<file path="src/rtl/hazard_ctrl_if.sv">
`default_nettype none
// ============================================================================
// Module      : hazard_ctrl_if
// Description : ID/EX hazard request and stage-control bundle for hazard_ctrl.
// Revision    : 1.0 - initial release
// ============================================================================
interface hazard_ctrl_if #(
  parameter int CNT_W = 32
);
  logic [4:0]       ID_rs1;
  logic [4:0]       ID_rs2;
  logic             ID_rs1_used;
  logic             ID_rs2_used;
  logic [4:0]       EX_rd;
  logic             EX_rd_wen;
  logic             EX_is_load;
  logic             EX_mdu_start;
  logic             MDU_done;
  logic             EX_br_taken;
  logic             MEM_rdata_vld;

  logic             HZ_stall_pc;
  logic             HZ_stall_id;
  logic             HZ_hold_ex;
  logic             HZ_bubble_ex;
  logic             HZ_flush_id;
  logic [1:0]       HZ_fwd_sel1;
  logic [1:0]       HZ_fwd_sel2;
  logic             HZ_err;
  logic [CNT_W-1:0] HZ_stall_cnt;

  // Pipeline side: reports stage contents, consumes stage controls.
  modport master (
    output ID_rs1, ID_rs2, ID_rs1_used, ID_rs2_used,
    output EX_rd, EX_rd_wen, EX_is_load, EX_mdu_start,
    output MDU_done, EX_br_taken, MEM_rdata_vld,
    input  HZ_stall_pc, HZ_stall_id, HZ_hold_ex, HZ_bubble_ex, HZ_flush_id,
    input  HZ_fwd_sel1, HZ_fwd_sel2, HZ_err, HZ_stall_cnt
  );

  // Hazard controller side.
  modport slave (
    input  ID_rs1, ID_rs2, ID_rs1_used, ID_rs2_used,
    input  EX_rd, EX_rd_wen, EX_is_load, EX_mdu_start,
    input  MDU_done, EX_br_taken, MEM_rdata_vld,
    output HZ_stall_pc, HZ_stall_id, HZ_hold_ex, HZ_bubble_ex, HZ_flush_id,
    output HZ_fwd_sel1, HZ_fwd_sel2, HZ_err, HZ_stall_cnt
  );
endinterface
`default_nettype wire

</file>
<file path="src/rtl/hazard_ctrl.sv">
`default_nettype none
// ============================================================================
// Module      : hazard_ctrl
// Description : RV32 pipeline hazard controller - load-use / MDU / branch
//               sequencing, operand forward selects, stall-cycle counter.
// Revision    : 1.0 - initial release
// ============================================================================
module hazard_ctrl #(
  parameter int CNT_W  = 32,
  parameter int LD_TMO = 64
) (
  input  logic         clk,
  input  logic         rst_n,
  hazard_ctrl_if.slave hz
);

  localparam int                 c_TMO_W    = (LD_TMO > 1) ? $clog2(LD_TMO) : 1;
  localparam logic [c_TMO_W-1:0] c_TMO_LAST = c_TMO_W'(LD_TMO - 1);
  localparam logic [CNT_W-1:0]   c_CNT_MAX  = '1;

  localparam logic [1:0] c_FWD_RF  = 2'b00;
  localparam logic [1:0] c_FWD_EX  = 2'b01;
  localparam logic [1:0] c_FWD_MEM = 2'b10;

  typedef enum logic [1:0] {
    ST_RUN       = 2'd0,
    ST_LOAD_WAIT = 2'd1,
    ST_MDU_BUSY  = 2'd2
  } state_t;

  state_t             r_state;
  state_t             w_state_nxt;
  logic [4:0]         r_pend_rd;
  logic [c_TMO_W-1:0] r_tmo;
  logic [CNT_W-1:0]   r_stall_cnt;

  logic       w_match1;
  logic       w_match2;
  logic       w_pend_hit1;
  logic       w_pend_hit2;
  logic       w_stall;
  logic       w_hold;
  logic       w_bubble;
  logic       w_flush;
  logic       w_err;
  logic [1:0] w_fwd1;
  logic [1:0] w_fwd2;
  logic       w_pend_load;
  logic       w_tmo_inc;

  assign w_match1 = hz.ID_rs1_used & hz.EX_rd_wen & (hz.EX_rd != 5'd0) & (hz.EX_rd == hz.ID_rs1);
  assign w_match2 = hz.ID_rs2_used & hz.EX_rd_wen & (hz.EX_rd != 5'd0) & (hz.EX_rd == hz.ID_rs2);

  // Pending load destination seen by the instruction held in ID.
  assign w_pend_hit1 = hz.ID_rs1_used & (r_pend_rd != 5'd0) & (hz.ID_rs1 == r_pend_rd);
  assign w_pend_hit2 = hz.ID_rs2_used & (r_pend_rd != 5'd0) & (hz.ID_rs2 == r_pend_rd);

  always_comb begin
    w_state_nxt = r_state;
    w_stall     = 1'b0;
    w_hold      = 1'b0;
    w_bubble    = 1'b0;
    w_flush     = 1'b0;
    w_err       = 1'b0;
    w_fwd1      = c_FWD_RF;
    w_fwd2      = c_FWD_RF;
    w_pend_load = 1'b0;
    w_tmo_inc   = 1'b0;

    case (r_state)
      ST_RUN: begin
        if (hz.EX_br_taken) begin
          w_flush  = 1'b1;
          w_bubble = 1'b1;
        end else if (hz.EX_mdu_start) begin
          w_stall     = 1'b1;
          w_hold      = 1'b1;
          w_state_nxt = ST_MDU_BUSY;
        end else if (hz.EX_is_load & (w_match1 | w_match2)) begin
          w_stall     = 1'b1;
          w_bubble    = 1'b1;
          w_pend_load = 1'b1;
          w_state_nxt = ST_LOAD_WAIT;
        end else begin
          w_fwd1 = (w_match1 & ~hz.EX_is_load) ? c_FWD_EX : c_FWD_RF;
          w_fwd2 = (w_match2 & ~hz.EX_is_load) ? c_FWD_EX : c_FWD_RF;
        end
      end

      ST_LOAD_WAIT: begin
        // EX holds a bubble here, so a concurrent mdu_start is not genuine.
        if (hz.MEM_rdata_vld) begin
          w_fwd1      = w_pend_hit1 ? c_FWD_MEM : c_FWD_RF;
          w_fwd2      = w_pend_hit2 ? c_FWD_MEM : c_FWD_RF;
          w_state_nxt = ST_RUN;
        end else begin
          w_stall  = 1'b1;
          w_bubble = 1'b1;
          if (r_tmo == c_TMO_LAST) begin
            w_err       = 1'b1;
            w_state_nxt = ST_RUN;
          end else begin
            w_tmo_inc = 1'b1;
          end
        end
      end

      ST_MDU_BUSY: begin
        if (hz.MDU_done) begin
          w_state_nxt = ST_RUN;
        end else begin
          w_stall = 1'b1;
          w_hold  = 1'b1;
        end
      end

      default: begin
        w_state_nxt = ST_RUN;
      end
    endcase
  end

  always_ff @(posedge clk or negedge rst_n) begin
    if (!rst_n) begin
      r_state <= ST_RUN;
    end else begin
      r_state <= w_state_nxt;
    end
  end

  always_ff @(posedge clk or negedge rst_n) begin
    if (!rst_n) begin
      r_pend_rd <= 5'd0;
      r_tmo     <= '0;
    end else if (w_pend_load) begin
      r_pend_rd <= hz.EX_rd;
      r_tmo     <= '0;
    end else if (w_tmo_inc) begin
      r_tmo <= r_tmo + 1'b1;
    end
  end

  always_ff @(posedge clk or negedge rst_n) begin
    if (!rst_n) begin
      r_stall_cnt <= '0;
    end else if (w_stall && (r_stall_cnt != c_CNT_MAX)) begin
      r_stall_cnt <= r_stall_cnt + 1'b1;
    end
  end

  // Reset forces every control low at once, whatever the inputs show.
  assign hz.HZ_stall_pc  = rst_n & w_stall;
  assign hz.HZ_stall_id  = rst_n & w_stall;
  assign hz.HZ_hold_ex   = rst_n & w_hold;
  assign hz.HZ_bubble_ex = rst_n & w_bubble;
  assign hz.HZ_flush_id  = rst_n & w_flush;
  assign hz.HZ_err       = rst_n & w_err;
  assign hz.HZ_fwd_sel1  = rst_n ? w_fwd1 : c_FWD_RF;
  assign hz.HZ_fwd_sel2  = rst_n ? w_fwd2 : c_FWD_RF;
  assign hz.HZ_stall_cnt = r_stall_cnt;

endmodule
`default_nettype wire

</file>
<file path="src/flat_wrapper.sv">
// flat-port wrapper written by rule: the top's interface ports become plain ports
module hazard_ctrl_flat 
#(
  parameter int CNT_W  = 32,
  parameter int LD_TMO = 64
)
  (clk, rst_n, hz_ID_rs1, hz_ID_rs2, hz_ID_rs1_used, hz_ID_rs2_used, hz_EX_rd, hz_EX_rd_wen, hz_EX_is_load, hz_EX_mdu_start, hz_MDU_done, hz_EX_br_taken, hz_MEM_rdata_vld, hz_HZ_stall_pc, hz_HZ_stall_id, hz_HZ_hold_ex, hz_HZ_bubble_ex, hz_HZ_flush_id, hz_HZ_fwd_sel1, hz_HZ_fwd_sel2, hz_HZ_err, hz_HZ_stall_cnt);
  hazard_ctrl_if #(.CNT_W(CNT_W)) hz_i ();
  input  logic clk;
  input  logic rst_n;
  input wire logic [$bits(hz_i.ID_rs1)-1:0] hz_ID_rs1;
  input wire logic [$bits(hz_i.ID_rs2)-1:0] hz_ID_rs2;
  input wire logic [$bits(hz_i.ID_rs1_used)-1:0] hz_ID_rs1_used;
  input wire logic [$bits(hz_i.ID_rs2_used)-1:0] hz_ID_rs2_used;
  input wire logic [$bits(hz_i.EX_rd)-1:0] hz_EX_rd;
  input wire logic [$bits(hz_i.EX_rd_wen)-1:0] hz_EX_rd_wen;
  input wire logic [$bits(hz_i.EX_is_load)-1:0] hz_EX_is_load;
  input wire logic [$bits(hz_i.EX_mdu_start)-1:0] hz_EX_mdu_start;
  input wire logic [$bits(hz_i.MDU_done)-1:0] hz_MDU_done;
  input wire logic [$bits(hz_i.EX_br_taken)-1:0] hz_EX_br_taken;
  input wire logic [$bits(hz_i.MEM_rdata_vld)-1:0] hz_MEM_rdata_vld;
  output wire logic [$bits(hz_i.HZ_stall_pc)-1:0] hz_HZ_stall_pc;
  output wire logic [$bits(hz_i.HZ_stall_id)-1:0] hz_HZ_stall_id;
  output wire logic [$bits(hz_i.HZ_hold_ex)-1:0] hz_HZ_hold_ex;
  output wire logic [$bits(hz_i.HZ_bubble_ex)-1:0] hz_HZ_bubble_ex;
  output wire logic [$bits(hz_i.HZ_flush_id)-1:0] hz_HZ_flush_id;
  output wire logic [$bits(hz_i.HZ_fwd_sel1)-1:0] hz_HZ_fwd_sel1;
  output wire logic [$bits(hz_i.HZ_fwd_sel2)-1:0] hz_HZ_fwd_sel2;
  output wire logic [$bits(hz_i.HZ_err)-1:0] hz_HZ_err;
  output wire logic [$bits(hz_i.HZ_stall_cnt)-1:0] hz_HZ_stall_cnt;
  assign hz_i.ID_rs1 = hz_ID_rs1;
  assign hz_i.ID_rs2 = hz_ID_rs2;
  assign hz_i.ID_rs1_used = hz_ID_rs1_used;
  assign hz_i.ID_rs2_used = hz_ID_rs2_used;
  assign hz_i.EX_rd = hz_EX_rd;
  assign hz_i.EX_rd_wen = hz_EX_rd_wen;
  assign hz_i.EX_is_load = hz_EX_is_load;
  assign hz_i.EX_mdu_start = hz_EX_mdu_start;
  assign hz_i.MDU_done = hz_MDU_done;
  assign hz_i.EX_br_taken = hz_EX_br_taken;
  assign hz_i.MEM_rdata_vld = hz_MEM_rdata_vld;
  assign hz_HZ_stall_pc = hz_i.HZ_stall_pc;
  assign hz_HZ_stall_id = hz_i.HZ_stall_id;
  assign hz_HZ_hold_ex = hz_i.HZ_hold_ex;
  assign hz_HZ_bubble_ex = hz_i.HZ_bubble_ex;
  assign hz_HZ_flush_id = hz_i.HZ_flush_id;
  assign hz_HZ_fwd_sel1 = hz_i.HZ_fwd_sel1;
  assign hz_HZ_fwd_sel2 = hz_i.HZ_fwd_sel2;
  assign hz_HZ_err = hz_i.HZ_err;
  assign hz_HZ_stall_cnt = hz_i.HZ_stall_cnt;
  hazard_ctrl #(.CNT_W(CNT_W), .LD_TMO(LD_TMO)) u_core (.clk(clk), .rst_n(rst_n), .hz(hz_i));
endmodule
</file>
<file path="config.mk">
export PLATFORM = sky130hd
export DESIGN_NAME = hazard_ctrl_flat
export DESIGN_NICKNAME = d
export VERILOG_FILES = /design/src/rtl/hazard_ctrl_if.sv /design/src/rtl/hazard_ctrl.sv /design/src/flat_wrapper.sv
export SDC_FILE = /design/constraint.sdc
export NUM_CORES = 1
export LEC_CHECK = 0
export ABC_AREA = 1
export BUFFER_PORTS_ARGS = -buffer_cell sky130_fd_sc_hd__buf_4
export CELL_PAD_IN_SITES_DETAIL_PLACEMENT = 1
export CELL_PAD_IN_SITES_GLOBAL_PLACEMENT = 1
export CORE_MARGIN = 3
export CORE_UTILIZATION = 40
export CTS_BUF_LIST = sky130_fd_sc_hd__clkbuf_2
export CTS_CLUSTER_DIAMETER = 100
export DETAILED_ROUTE_END_ITERATION = 16
export PLACE_DENSITY = 0.87
export SYNTH_ARGS = -nofsm -noshare
export SYNTH_HDL_FRONTEND = slang
export SYNTH_SLANG_ARGS = --single-unit
</file>
<file path="constraint.sdc">
create_clock -name clk -period 1.9 [get_ports clk]
set_input_delay 0.095 -clock clk [delete_from_list [all_inputs] [get_ports clk]]
set_output_delay 0.095 -clock clk [all_outputs]
set_load 0.02 [all_outputs]
</file>
==> impl_metrics.py, run 1 <==
metrics = {
    "yosys": {
        "syn_area_per_cell_um2": 6.61,
        "synth_top_family_by_area": "simple AND/OR/NAND/NOR gates",
        "ys_warn_count": 0,
        "synthXorXnorAreaFrac": 0.0381,
        "synthesis.area_um2": 3220,
        "synth_top_flop_cell": "dfrtp_1",
        "synth_top_area_frac": 0.350,
        "synth_area_leader_cell": "dfrtp_1",
        "synth_edf_count": 0,
        "synthMuxAreaShare": 0,
        "synth_fa_ha_area_frac": 0.00778,
        "synth_compound_area_frac": 0.0264,
        "yosysMostFrequentCell": "nand2_1",
        "ys_ff_latch": 45,
        "ys_types": 35,
        "synthTopCellsByArea": "dfrtp_1, nand2_1, inv_1, nand3_1, nor2_1",
        "synth_simple_gate_area_frac": 0.445,
        "syn_nets": 514,
        "synth_cells": 487,
        "synthArstFlopShare": 1.00,
        "synth_seq_area_share": 0.350,
        "ys_top_cells_by_count": "nand2_1, inv_1, nand3_1",
    },
    "clock_network": {
        "htree_levels": 2,
        "clk_pin_slew_ns": 0.24,
        "clk-insertion-delay-late_ns": 0.45,
        "cts_buffers": 5,
        "clk_path_buf_depth": 2,
        "cts.sinks": 45,
        "tritoncts": "done",
        "cts_root_buf": "clkbuf_2",
    },
    "run_status": {
        "outcome": "finished, violations left",
        "violations": "negative setup slack",
    },
    "layout": {
        "drive_gt1_frac": 0.285,
        "diodes": 0,
        "final_util": 0.562,
        "syn_to_final_growth_pct": 35.6,
        "stdcell_count": 710,
        "fin_nets": 634,
        "fillers": 1038,
    },
    "sta": {
        "fin_crit_ns": 1.95,
        "rsz0062_at_grt": "true",
        "maxSlewViolCount": 0,
        "maxSlewHeadroom": 0.342,
        "setup_viol": 2,
        "fmax_mhz": 513,
        "fin_skew_ns": 0.0424,
        "setup_ws_ns": -0.0505,
        "finalHoldViolations": 0,
        "finalCritPeriodShare": 1.03,
        "tightestPinTransition_ns": 0.984,
    },
    "power": {
        "power.density_nw_per_um2": 519,
        "ir_drop_uv": 605,
        "p_leak_nw": 2.37,
        "power_mw": 2.26,
    },
    "global_route": {
        "grtUsageTotal": 0.237,
        "grt_overflow": 0,
        "grt_max_degree": 40,
        "antenna_found_initial": 0,
        "grt_pass1_vias": 3628,
        "grt_pass1_wl_mm": 17.1,
    },
    "placement": {
        "post-dp-hpwl_mm": 7.89,
        "place_ws_ns": 0.0760,
        "port_buffers": 66,
        "post-place-cells": 674,
        "gp_congestion": 0.831,
    },
    "critical_path": {
        "path_cells": "nor2_2 -> nand4_1 -> nor2_4 -> buf_4 -> nand2_1 -> dlygate4sd3_1 -> o21ai_0",
        "required_ns": 2.26,
        "cp_slowest_stage_delay_ns": 0.56,
        "cp.arrival_ns": 2.31,
        "cp-end-kind": "register",
        "critPathKind": "register to register",
        "path_buf_inv": 2,
        "crit_path_start_kind": "register",
        "critPathMaxFanout": 4,
        "path_delay_family": "buffers and inverters",
        "cpMaxStageDelayCell": "dlygate4sd3_1",
    },
    "routing": {
        "drt-initial-drc-count": 244,
        "num_vias": 3771,
        "drc": 0,
        "antenna_left": 0,
        "wl_mm": 12.6,
        "drtPass1Iterations": 5,
        "avgRoutedWirePerCell_um": 17.8,
        "avgViaCountPerCell": 5.31,
    },
    "floorplan": {
        "core-area_um2": 7770,
        "fp.dieH_um": 95.7,
        "start_util": 0.414,
        "ios": 67,
        "dieWidth_um": 95.7,
        "rows": 32,
        "design.die.area_um2": 9150,
    },
    "job": {
        "drv_cap": 0,
    },
    "min_path": {
        "hold_path_class": "input pin to register",
    },
}
-- worst reg2reg max path, cell delays in order (launching register included) --
cell and delay, ns:
dfrtp_1 0.48, nor2_2 0.16, nand4_1 0.20, nor2_4 0.17, buf_4 0.15, nand2_1 0.05, dlygate4sd3_1 0.56, o21ai_0 0.12
-- per-layer routing --
| metal | GRT usage | vias up | part of all wire |
|---|---|---|---|
| met4 | 0.0438 | 0 | 0.031 |
| li1 | - | 1738 | - |
| met3 | 0.0260 | 39 | 0.048 |
| met5 | 0 | - | 0 |
| met1 | 0.297 | 1859 | 0.41 |
| met2 | 0.437 | 135 | 0.51 |
-- report_power, final --
part	switching (mW)	internal (mW)	leakage (nW)
clock network	0.333	0.0805	0.0278
logic	0.434	0.341	1.75
registers	0.0560	1.02	0.596
-- through the flow --
| stage | hold WS (ns) | area, um^2 | setup TNS, ns |
|---|---|---|---|
| 5_1_grt | 0.0980 | 4360 | -1.85 |
| 3_5_place_dp | 0.0176 | 3970 | 0 |
| 4_1_cts | 0.0226 | 4130 | 0 |
| 6_report | 0.0922 | 4360 | -0.0552 |
| 2_1_floorplan | -0.201 | 3220 | 0 |
| 3_3_place_gp | 0.0168 | 3970 | 0 |
-- state kept, by name, summed over array words and instances, names as in the netlist --
name,cells
u_core.r_state,2
u_core.r_tmo,6
u_core.r_pend_rd,5
u_core.hz.HZ_stall_cnt,32
-- repair_timing --
action | in CTS | in global routing
buffers inserted | 0 | 15
pin swaps | 0 | 12
endpoints found under the hold margin | 50 | 0
gates resized for setup | 2 | 35
cloned | 0 | 1
hold buffers | 12 | 0
setup endpoints to repair | 3 | 39
-- layout make-up --
| cell class | count | area (um^2) | area share |
|---|---|---|---|
| repair buffers | 120 | 963 | 0.221 |
| flip-flops and latches | 45 | 1130 | 0.258 |
| multi-input cells | 348 | 1780 | 0.408 |
| clock inverters | 3 | 12.5 | 0.00287 |
| inverters | 87 | 327 | 0.0749 |
| clock buffers | 5 | 25.0 | 0.00574 |
| well taps | 102 | 128 | 0.0293 |
-- placed cells by master, fill, tap and decap left out, drive strengths merged --
cell type | netlist | final
or3 | 1 | 1
o22ai | 1 | 1
nand2 | 192 | 192
nand3 | 54 | 54
xor2 | 9 | 9
ha | 2 | 2
clkinv | 2 | 5
nand4 | 8 | 9
nand3b | 5 | 5
o21ai | 6 | 6
nor2 | 37 | 37
clkbuf | 0 | 5
buf | 8 | 108
dfrtp | 45 | 45
xnor2 | 5 | 5
dlygate4sd3 | 0 | 12
nor3 | 12 | 12
nor4 | 3 | 3
nor3b | 1 | 1
or2 | 2 | 2
inv | 85 | 85
o211ai | 1 | 1
a31oi | 1 | 1
a21oi | 7 | 7
-- cell families (layout without fill, tap and decap cells) --
kind of cell	after synthesis	count (layout)
XOR/XNOR	14	14
AO/OA/AOI/OAI	16	16
flip-flops	45	45
AND/OR/NAND/NOR	315	316
buffers and inverters	95	215
adder cells (fa/ha/maj)	2	2
-- path summary, 6_finish.rpt --
check / startpoint / endpoint / slack (ns) / cells after the start
max in group asynchronous: rst_n / u_core.r_state[0]$_DFFE_PN0P_ / 0.50 / 3
setup / recovery: u_core.r_state[1]$_DFFE_PN0P_ / u_core.r_pend_rd[3]$_DFFE_PN0P_ / -0.05 / 7
hold / removal: hz_EX_rd[4] / u_core.r_pend_rd[4]$_DFFE_PN0P_ / 0.09 / 3
min in group asynchronous: rst_n / u_core.hz.HZ_stall_cnt[27]$_DFFE_PN0P_ / 0.39 / 2
hold reg to reg: u_core.hz.HZ_stall_cnt[30]$_DFFE_PN0P_ / u_core.hz.HZ_stall_cnt[30]$_DFFE_PN0P_ / 0.58 / 2
setup reg to reg: u_core.r_state[1]$_DFFE_PN0P_ / u_core.r_pend_rd[3]$_DFFE_PN0P_ / -0.05 / 7
(Power assumes the default switching activity.)
==> run 2: changes to the inputs <==
ABC_AREA = 0   (was 1)
CORE_UTILIZATION = 42   (was 40)
MAX_ROUTING_LAYER = met4   (was unset)
PLACE_DENSITY = 0.86   (was 0.87)
==> impl_metrics.py, run 2 <==
metrics = {
    "yosys": {
        "syn_area_per_cell_um2": 10.6,
        "synth_cells": 244,
        "ys_warn_count": 0,
        "synth_area_leader_cell": "dfrtp_1",
        "ys_types": 41,
        "syn_nets": 271,
        "synth_seq_area_share": 0.437,
        "synthesis.area_um2": 2580,
        "ys_top_cells_by_count": "dfrtp_1, xor2_1, xnor2_1",
        "ys_ff_latch": 45,
        "synthArstFlopShare": 1.00,
        "synth_top_flop_cell": "dfrtp_1",
        "synth_edf_count": 0,
        "yosysMostFrequentCell": "dfrtp_1",
        "synthTopCellsByArea": "dfrtp_1, xor2_1, xnor2_1, nand3_1, and3_1",
        "synth_top_area_frac": 0.437,
    },
    "run_status": {
        "tool.error": "[ERROR DPL-0033] detailed placement checks failed during check placement.",
        "outcome": "stopped before the end",
        "lastStage": "clock tree synthesis (4_1_cts)",
    },
    "clock_network": {
        "cts_root_buf": "clkbuf_2",
        "cts.sinks": 45,
        "htree_levels": 2,
        "cts_setup_buffers": 16,
        "cts-resized-gates": 100,
        "hold_buffers": 8,
        "cts_buffers": 5,
        "clk_path_buf_depth": 2,
    },
    "floorplan": {
        "fp.dieH_um": 84.3,
        "rows": 27,
        "dieWidth_um": 84.3,
        "ios": 67,
        "start_util": 0.451,
    },
    "placement": {
        "post-dp-hpwl_mm": 6.78,
        "post-place-cells": 431,
        "port_buffers": 66,
        "gp_congestion": 0.925,
    },
}
-- run 2: cell types whose count changed after synthesis, sizes merged, moves of 6 or more --
cell / change
xnor2: +21
and3: +14
inv: -83
mux2: +7
nor2: -20
nand3: -33
nor3: -6
xor2: +18
nor3b: +6
nand2: -179
-- run 2: stage by stage --
stage | util | setup slack [ns] | cell area, um^2
after floorplan | - | -0.0464 | 2610
after global placement | 0.623 | -0.0540 | 3550
after detailed placement | 0.623 | -0.201 | 3550
-- run 2: cells by family after synthesis --
logic type,synth area share
multiplexers,0.0345
AND/OR/NAND/NOR,0.283
flip-flops,0.437
buffers and inverters,0.0228
adder cells (fa/ha/maj),0.00971
AO/OA/AOI/OAI,0.0325
XOR/XNOR,0.180
==> run 3: changes to the inputs <==
CELL_PAD_IN_SITES_DETAIL_PLACEMENT = unset   (was 1)
CELL_PAD_IN_SITES_GLOBAL_PLACEMENT = unset   (was 1)
CORE_UTILIZATION = 30   (was 42)
CTS_BUF_LIST = unset   (was sky130_fd_sc_hd__clkbuf_2)
CTS_CLUSTER_DIAMETER = unset   (was 100)
MAX_ROUTING_LAYER = unset   (was met4)
PLACE_DENSITY = unset   (was 0.86)
PLACE_DENSITY_LB_ADDON = 0.15   (was unset)
==> impl_metrics.py, run 3 <==
metrics = {
    "layout": {
        "largest_reg_flops": 32,
        "final_common_cell": "buf_4",
        "final_util": 0.530,
        "syn_to_final_growth_pct": 69.9,
        "fillers": 808,
        "diodes": 0,
        "fin_nets": 424,
        "drive_gt1_frac": 0.613,
        "stdcell_count": 503,
        "mostFrequentLayoutCells": "buf_4, dfrtp_1, xor2_1",
    },
    "global_route": {
        "grt_overflow": 0,
        "grtUsageTotal": 0.146,
        "grt_max_degree": 36,
        "grt_pass1_vias": 2420,
        "grt_pass1_wl_mm": 11.7,
        "antenna_found_initial": 0,
    },
    "placement": {
        "post-dp-hpwl_mm": 5.13,
        "post-place-cells": 473,
        "gp_congestion": 0.853,
        "port_buffers": 66,
    },
    "sta": {
        "maxSlewViolCount": 0,
        "setup_ws_ns": -0.120,
        "finalHoldViolations": 0,
        "setup_tns_ns": -0.372,
        "setup_viol": 8,
        "fin_crit_ns": 2.02,
        "finalCritPeriodShare": 1.06,
        "tightestPinTransition_ns": 0.456,
        "maxSlewHeadroom": 0.696,
        "fin_hold_ws_ns": 0.0997,
        "fmax_mhz": 495,
        "fin_skew_ns": 0.0123,
        "rsz0062_at_grt": "true",
    },
    "power": {
        "power.share.switching": 0.316,
        "comb_power_share": 0.353,
        "power.density_nw_per_um2": 582,
        "p_leak_nw": 2.09,
        "power.switching_uw": 806,
        "power_mw": 2.55,
        "intPower_mw": 1.74,
        "clockPowerShare": 0.223,
        "seq_power_share": 0.423,
        "ir_drop_uv": 302,
    },
    "routing": {
        "avgRoutedWirePerCell_um": 14.0,
        "drc": 0,
        "avgViaCountPerCell": 4.65,
        "wl_mm": 7.03,
        "drtPass1Iterations": 4,
        "drt-initial-drc-count": 70,
        "antenna_left": 0,
        "num_vias": 2339,
    },
    "floorplan": {
        "dieWidth_um": 98.7,
        "design.die.area_um2": 9740,
        "core-area_um2": 8260,
        "fp.dieH_um": 98.7,
        "rows": 33,
        "start_util": 0.312,
        "ios": 67,
    },
    "clock_network": {
        "clk_pin_slew_ns": 0.08,
        "cts_root_buf": "clkbuf_8",
        "cts_buffers": 5,
        "tritoncts": "done",
        "clk-insertion-delay-late_ns": 0.29,
        "htree_levels": 2,
        "cts.sinks": 45,
        "clk_path_buf_depth": 2,
    },
    "yosys": {
        "synth_top_flop_cell": "dfrtp_1",
        "syn_area_per_cell_um2": 10.6,
        "synth_seq_area_share": 0.437,
        "synth_edf_count": 0,
        "ys_types": 41,
        "ys_ff_latch": 45,
        "ys_top_cells_by_count": "dfrtp_1, xor2_1, xnor2_1",
        "synth_top_area_frac": 0.437,
        "synthTopCellsByArea": "dfrtp_1, xor2_1, xnor2_1, nand3_1, and3_1",
        "synthesis.area_um2": 2580,
        "synthArstFlopShare": 1.00,
        "syn_nets": 271,
        "synth_area_leader_cell": "dfrtp_1",
        "yosysMostFrequentCell": "dfrtp_1",
        "synth_cells": 244,
        "ys_warn_count": 0,
    },
    "critical_path": {
        "cp-end-kind": "primary output",
        "path_buf_inv": 2,
        "cpMaxStageDelayCell": "or4_4",
        "crit_path_start_kind": "register",
        "path_delay_family": "simple AND/OR/NAND/NOR gates",
        "r2r_setup_slack_ns": -0.04,
        "rr_worst_depth": 10,
        "required_ns": 1.80,
        "critPathMaxFanout": 3,
        "cp.arrival_ns": 1.92,
        "worstReg2RegEnd": "u_core.hz.HZ_stall_cnt[13]$_DFFE_PN0P_",
        "path_cells": "or3_4 -> buf_6 -> or4_4 -> nor2b_4 -> buf_6",
        "crit_path_frequent_cell": "buf_6",
        "cp_slowest_stage_delay_ns": 0.46,
        "r2r-start": "u_core.hz.HZ_stall_cnt[7]$_DFFE_PN0P_",
        "critPathKind": "register to primary output",
    },
    "min_path": {
        "holdPathStages": 2,
        "hold_path_class": "input pin to register",
        "holdCritStartpoint": "hz_EX_rd[1]",
        "hold_end": "u_core.r_pend_rd[1]$_DFFE_PN0P_",
    },
    "job": {
        "drv_cap": 0,
    },
    "run_status": {
        "outcome": "finished, violations left",
        "violations": "negative setup slack",
    },
}
run 3: cell counts after synthesis:
No cell type changed its count.
run 3: stage by stage:
step           setup slack [ns]  cell area (um^2)
3_5_place_dp             -0.108              3680
6_report                 -0.120              4380
3_3_place_gp            -0.0916              3680
4_1_cts                  -0.125              4130
5_1_grt                  -0.189              4380
2_1_floorplan           -0.0464              2610
run 3: cell type report:
class	instances	area, um^2	area share
multi-input combinational	191	1780	0.406
timing repair buffer	152	1230	0.282
sequential	45	1140	0.261
tap	105	131	0.0300
clock buffer	7	76.3	0.0174
inverter	2	7.51	0.00171
clock inverter	1	5.00	0.00114
run 3: worst max path at each step:
stage               cells past startpoint                                      to                             startpoint  slack, ns
global route                            5                       hz_HZ_fwd_sel1[0]          u_core.r_state[1]$_DFFE_PN0P_      -0.19
floorplan                               8  u_core.hz.HZ_stall_cnt[12]$_DFFE_PN0P_  u_core.hz.HZ_stall_cnt[6]$_DFFE_PN0P_      -0.05
detailed placement                      9  u_core.hz.HZ_stall_cnt[26]$_DFFE_PN0P_                            hz_EX_rd[3]      -0.11
CTS                                     5                       hz_HZ_fwd_sel1[0]          u_core.r_state[1]$_DFFE_PN0P_      -0.13
finish                                  5                       hz_HZ_fwd_sel1[0]          u_core.r_state[1]$_DFFE_PN0P_      -0.12
global placement                        9   u_core.hz.HZ_stall_cnt[9]$_DFFE_PN0P_          u_core.r_state[0]$_DFFE_PN0P_      -0.09
run 3: cell families after synthesis:
group                      after synthesis  synth area share
DFF                                     45             0.437
muxes                                    8            0.0345
AOI/OAI and AO/OA                       11            0.0325
buffers and inverters                    8            0.0228
adders and majority gates                2           0.00971
and+or+nand+nor                        117             0.283
xor gates and xnor gates                53             0.180
run 3: routing by layer:
layer / track usage / vias up / part of all wire
met3: 0.0276 / 4 / 0.039
met4: 0.0315 / 0 / 0.0090
met5: 0 / - / 0
met1: 0.198 / 1129 / 0.47
li1: - / 1167 / -
met2: 0.242 / 39 / 0.48
run 3: timing repair:
| item | in CTS | in global routing |
|---|---|---|
| gates cloned | 1 | 0 |
| hold buffers | 1 | 0 |
| pin swaps | 34 | 33 |
| hold endpoints to repair | 45 | 0 |
| resized for setup | 59 | 39 |
| endpoints found under the setup margin | 35 | 46 |
| setup buffers | 15 | 7 |
run 3: power by group through the flow:
stage                     clock network, mW  logic [mW]  registers (mW)
after floorplan                           0       0.241            1.19
after global placement                    0       0.726            1.09
after detailed placement                  0       0.730            1.09
after CTS                             0.591       0.821            1.07
after global routing                  0.632       0.977            1.09
final                                 0.569       0.900            1.08
==> run 4: changes to the inputs <==
SKIP_LAST_GASP = 1   (was unset)
==> impl_metrics.py, run 4 (synthesized netlist as in run 3, its figures left out) <==
metrics = {
    "run_status": {
        "outcome": "finished, violations left",
        "violations": "negative setup slack",
    },
    "global_route": {
        "grtUsageTotal": 0.145,
        "grt_pass1_vias": 2412,
        "antenna_found_initial": 0,
        "grt_pass1_wl_mm": 11.6,
        "grt_max_degree": 36,
        "grt_overflow": 0,
    },
    "floorplan": {
        "core-area_um2": 8260,
        "start_util": 0.312,
        "ios": 67,
        "dieWidth_um": 98.7,
        "fp.dieH_um": 98.7,
        "design.die.area_um2": 9740,
        "rows": 33,
    },
    "layout": {
        "diodes": 0,
        "fillers": 807,
        "syn_to_final_growth_pct": 67.1,
        "multi_input_area_um2": 1720,
        "final_util": 0.521,
        "regArea_um2": 1140,
        "largest_reg_flops": 32,
        "fin_nets": 422,
        "drive_gt1_frac": 0.604,
        "final_common_cell": "buf_4",
        "mostFrequentLayoutCells": "buf_4, dfrtp_1, xor2_1",
    },
    "routing": {
        "wl_mm": 6.96,
        "avgRoutedWirePerCell_um": 13.9,
        "antenna_left": 0,
        "avgViaCountPerCell": 4.61,
        "drc": 0,
        "num_vias": 2311,
        "drt-initial-drc-count": 51,
        "drtPass1Iterations": 4,
    },
    "sta": {
        "finalCritPeriodShare": 1.06,
        "fin_skew_ns": 0.0156,
        "finalHoldViolations": 0,
        "maxSlewHeadroom": 0.696,
        "rsz0062_at_grt": "true",
        "setup_viol": 6,
        "tightestPinTransition_ns": 0.456,
        "maxSlewViolCount": 0,
        "fin_crit_ns": 2.01,
        "setup_ws_ns": -0.110,
        "fmax_mhz": 498,
    },
    "placement": {
        "post-dp-hpwl_mm": 5.13,
        "place_ws_ns": -0.108,
        "port_buffers": 66,
        "gp_congestion": 0.853,
    },
    "min_path": {
        "holdPathStages": 2,
        "holdCritStartpoint": "hz_EX_rd[1]",
        "hold_path_class": "input pin to register",
    },
    "critical_path": {
        "path_delay_family": "simple AND/OR/NAND/NOR gates",
        "path_buf_inv": 2,
        "cp-end-kind": "primary output",
        "cpMaxStageDelayCell": "or4_4",
        "r2r_setup_slack_ns": -0.07,
        "worstReg2RegEnd": "u_core.hz.HZ_stall_cnt[14]$_DFFE_PN0P_",
        "cp.arrival_ns": 1.91,
        "path_cells": "or3_4 -> buf_6 -> or4_4 -> nor2b_4 -> buf_6",
        "required_ns": 1.80,
        "crit_start": "u_core.r_state[1]$_DFFE_PN0P_",
        "crit_cells": 5,
        "worstSetupEndpoint": "hz_HZ_fwd_sel1[0]",
        "cp_slowest_stage_delay_ns": 0.46,
        "rr_worst_depth": 9,
        "critPathMaxFanout": 3,
        "critPathKind": "register to primary output",
        "r2r-start": "u_core.hz.HZ_stall_cnt[7]$_DFFE_PN0P_",
        "crit_path_frequent_cell": "buf_6",
        "crit_path_start_kind": "register",
    },
    "power": {
        "ir_drop_uv": 304,
        "comb_power_share": 0.350,
        "seq_power_share": 0.425,
        "clockPowerShare": 0.225,
        "power.density_nw_per_um2": 590,
        "power.switching_uw": 803,
        "power.share.switching": 0.317,
        "intPower_mw": 1.73,
        "p_leak_nw": 2.08,
    },
    "clock_network": {
        "clk-insertion-delay-late_ns": 0.30,
        "clk_path_buf_depth": 2,
        "cts_buffers": 5,
        "htree_levels": 2,
        "clk_pin_slew_ns": 0.08,
        "tritoncts": "done",
        "cts.sinks": 45,
        "cts_root_buf": "clkbuf_8",
    },
    "job": {
        "drv_cap": 0,
    },
}
[run 4: stage by stage]
stage               power (mW)  cell area (um^2)  TNS, ns  std cells  hold WS, ns
floorplan                 1.43              2610   -0.195        244       -0.201
global placement          1.81              3680    -1.88        473       0.0853
detailed placement        1.82              3680    -2.50        473       0.0832
CTS                       2.48              4090    -1.55        497       0.0994
global route              2.69              4300    -3.16        501        0.105
finish                    2.54              4300   -0.331        501        0.106
[run 4: final cells by class]
class	count	share of cell area
timing repair buffer	150	0.283
multi-input combinational	191	0.401
clock buffer	7	0.0177
clock inverter	1	0.00116
tap	105	0.0305
sequential	45	0.266
inverter	2	0.00174
[run 4: worst register-to-register path: stages, from the launching register on]
cell and delay [ns]:
dfrtp_2 0.36, nand4_1 0.14, or3_4 0.38, nand4b_4 0.21, o21ai_4 0.18, buf_6 0.12
nor4_4 0.03, buf_4 0.17, buf_4 0.13, xor2_1 0.13
[run 4: metal layers]
layer / share of wire / global-route usage / wire length, um
met1: 0.47 / 0.196 / 3260
met2: 0.48 / 0.240 / 3370
met3: 0.038 / 0.0276 / 265
met4: 0.0091 / 0.0315 / 63
met5: 0 / 0 / 0
[run 4: power groups by stage]
stage,sequential (mW),clock (mW),combinational [mW]
global placement,1.09,0,0.726
global route,1.09,0.632,0.965
floorplan,1.19,0,0.241
finish,1.08,0.570,0.889
CTS,1.07,0.591,0.819
detailed placement,1.09,0,0.730
[run 4: how the worst min path moves through the flow]
stage	end	slack, ns
6_report	u_core.r_pend_rd[1]$_DFFE_PN0P_	0.11
5_1_grt	u_core.r_pend_rd[1]$_DFFE_PN0P_	0.10
4_1_cts	u_core.r_pend_rd[1]$_DFFE_PN0P_	0.1
3_5_place_dp	u_core.r_pend_rd[1]$_DFFE_PN0P_	0.08
3_3_place_gp	u_core.r_pend_rd[1]$_DFFE_PN0P_	0.09
2_1_floorplan	u_core.hz.HZ_stall_cnt[0]$_DFFE_PN0P_	-0.20
[run 4: timing repair]
action / CTS / global route
gates cloned: 1 / 0
gates resized for setup: 49 / 39
endpoints found under the hold margin: 45 / 0
setup endpoints to repair: 35 / 46
pin swaps: 32 / 34
setup buffers: 15 / 4
hold buffers: 1 / 0
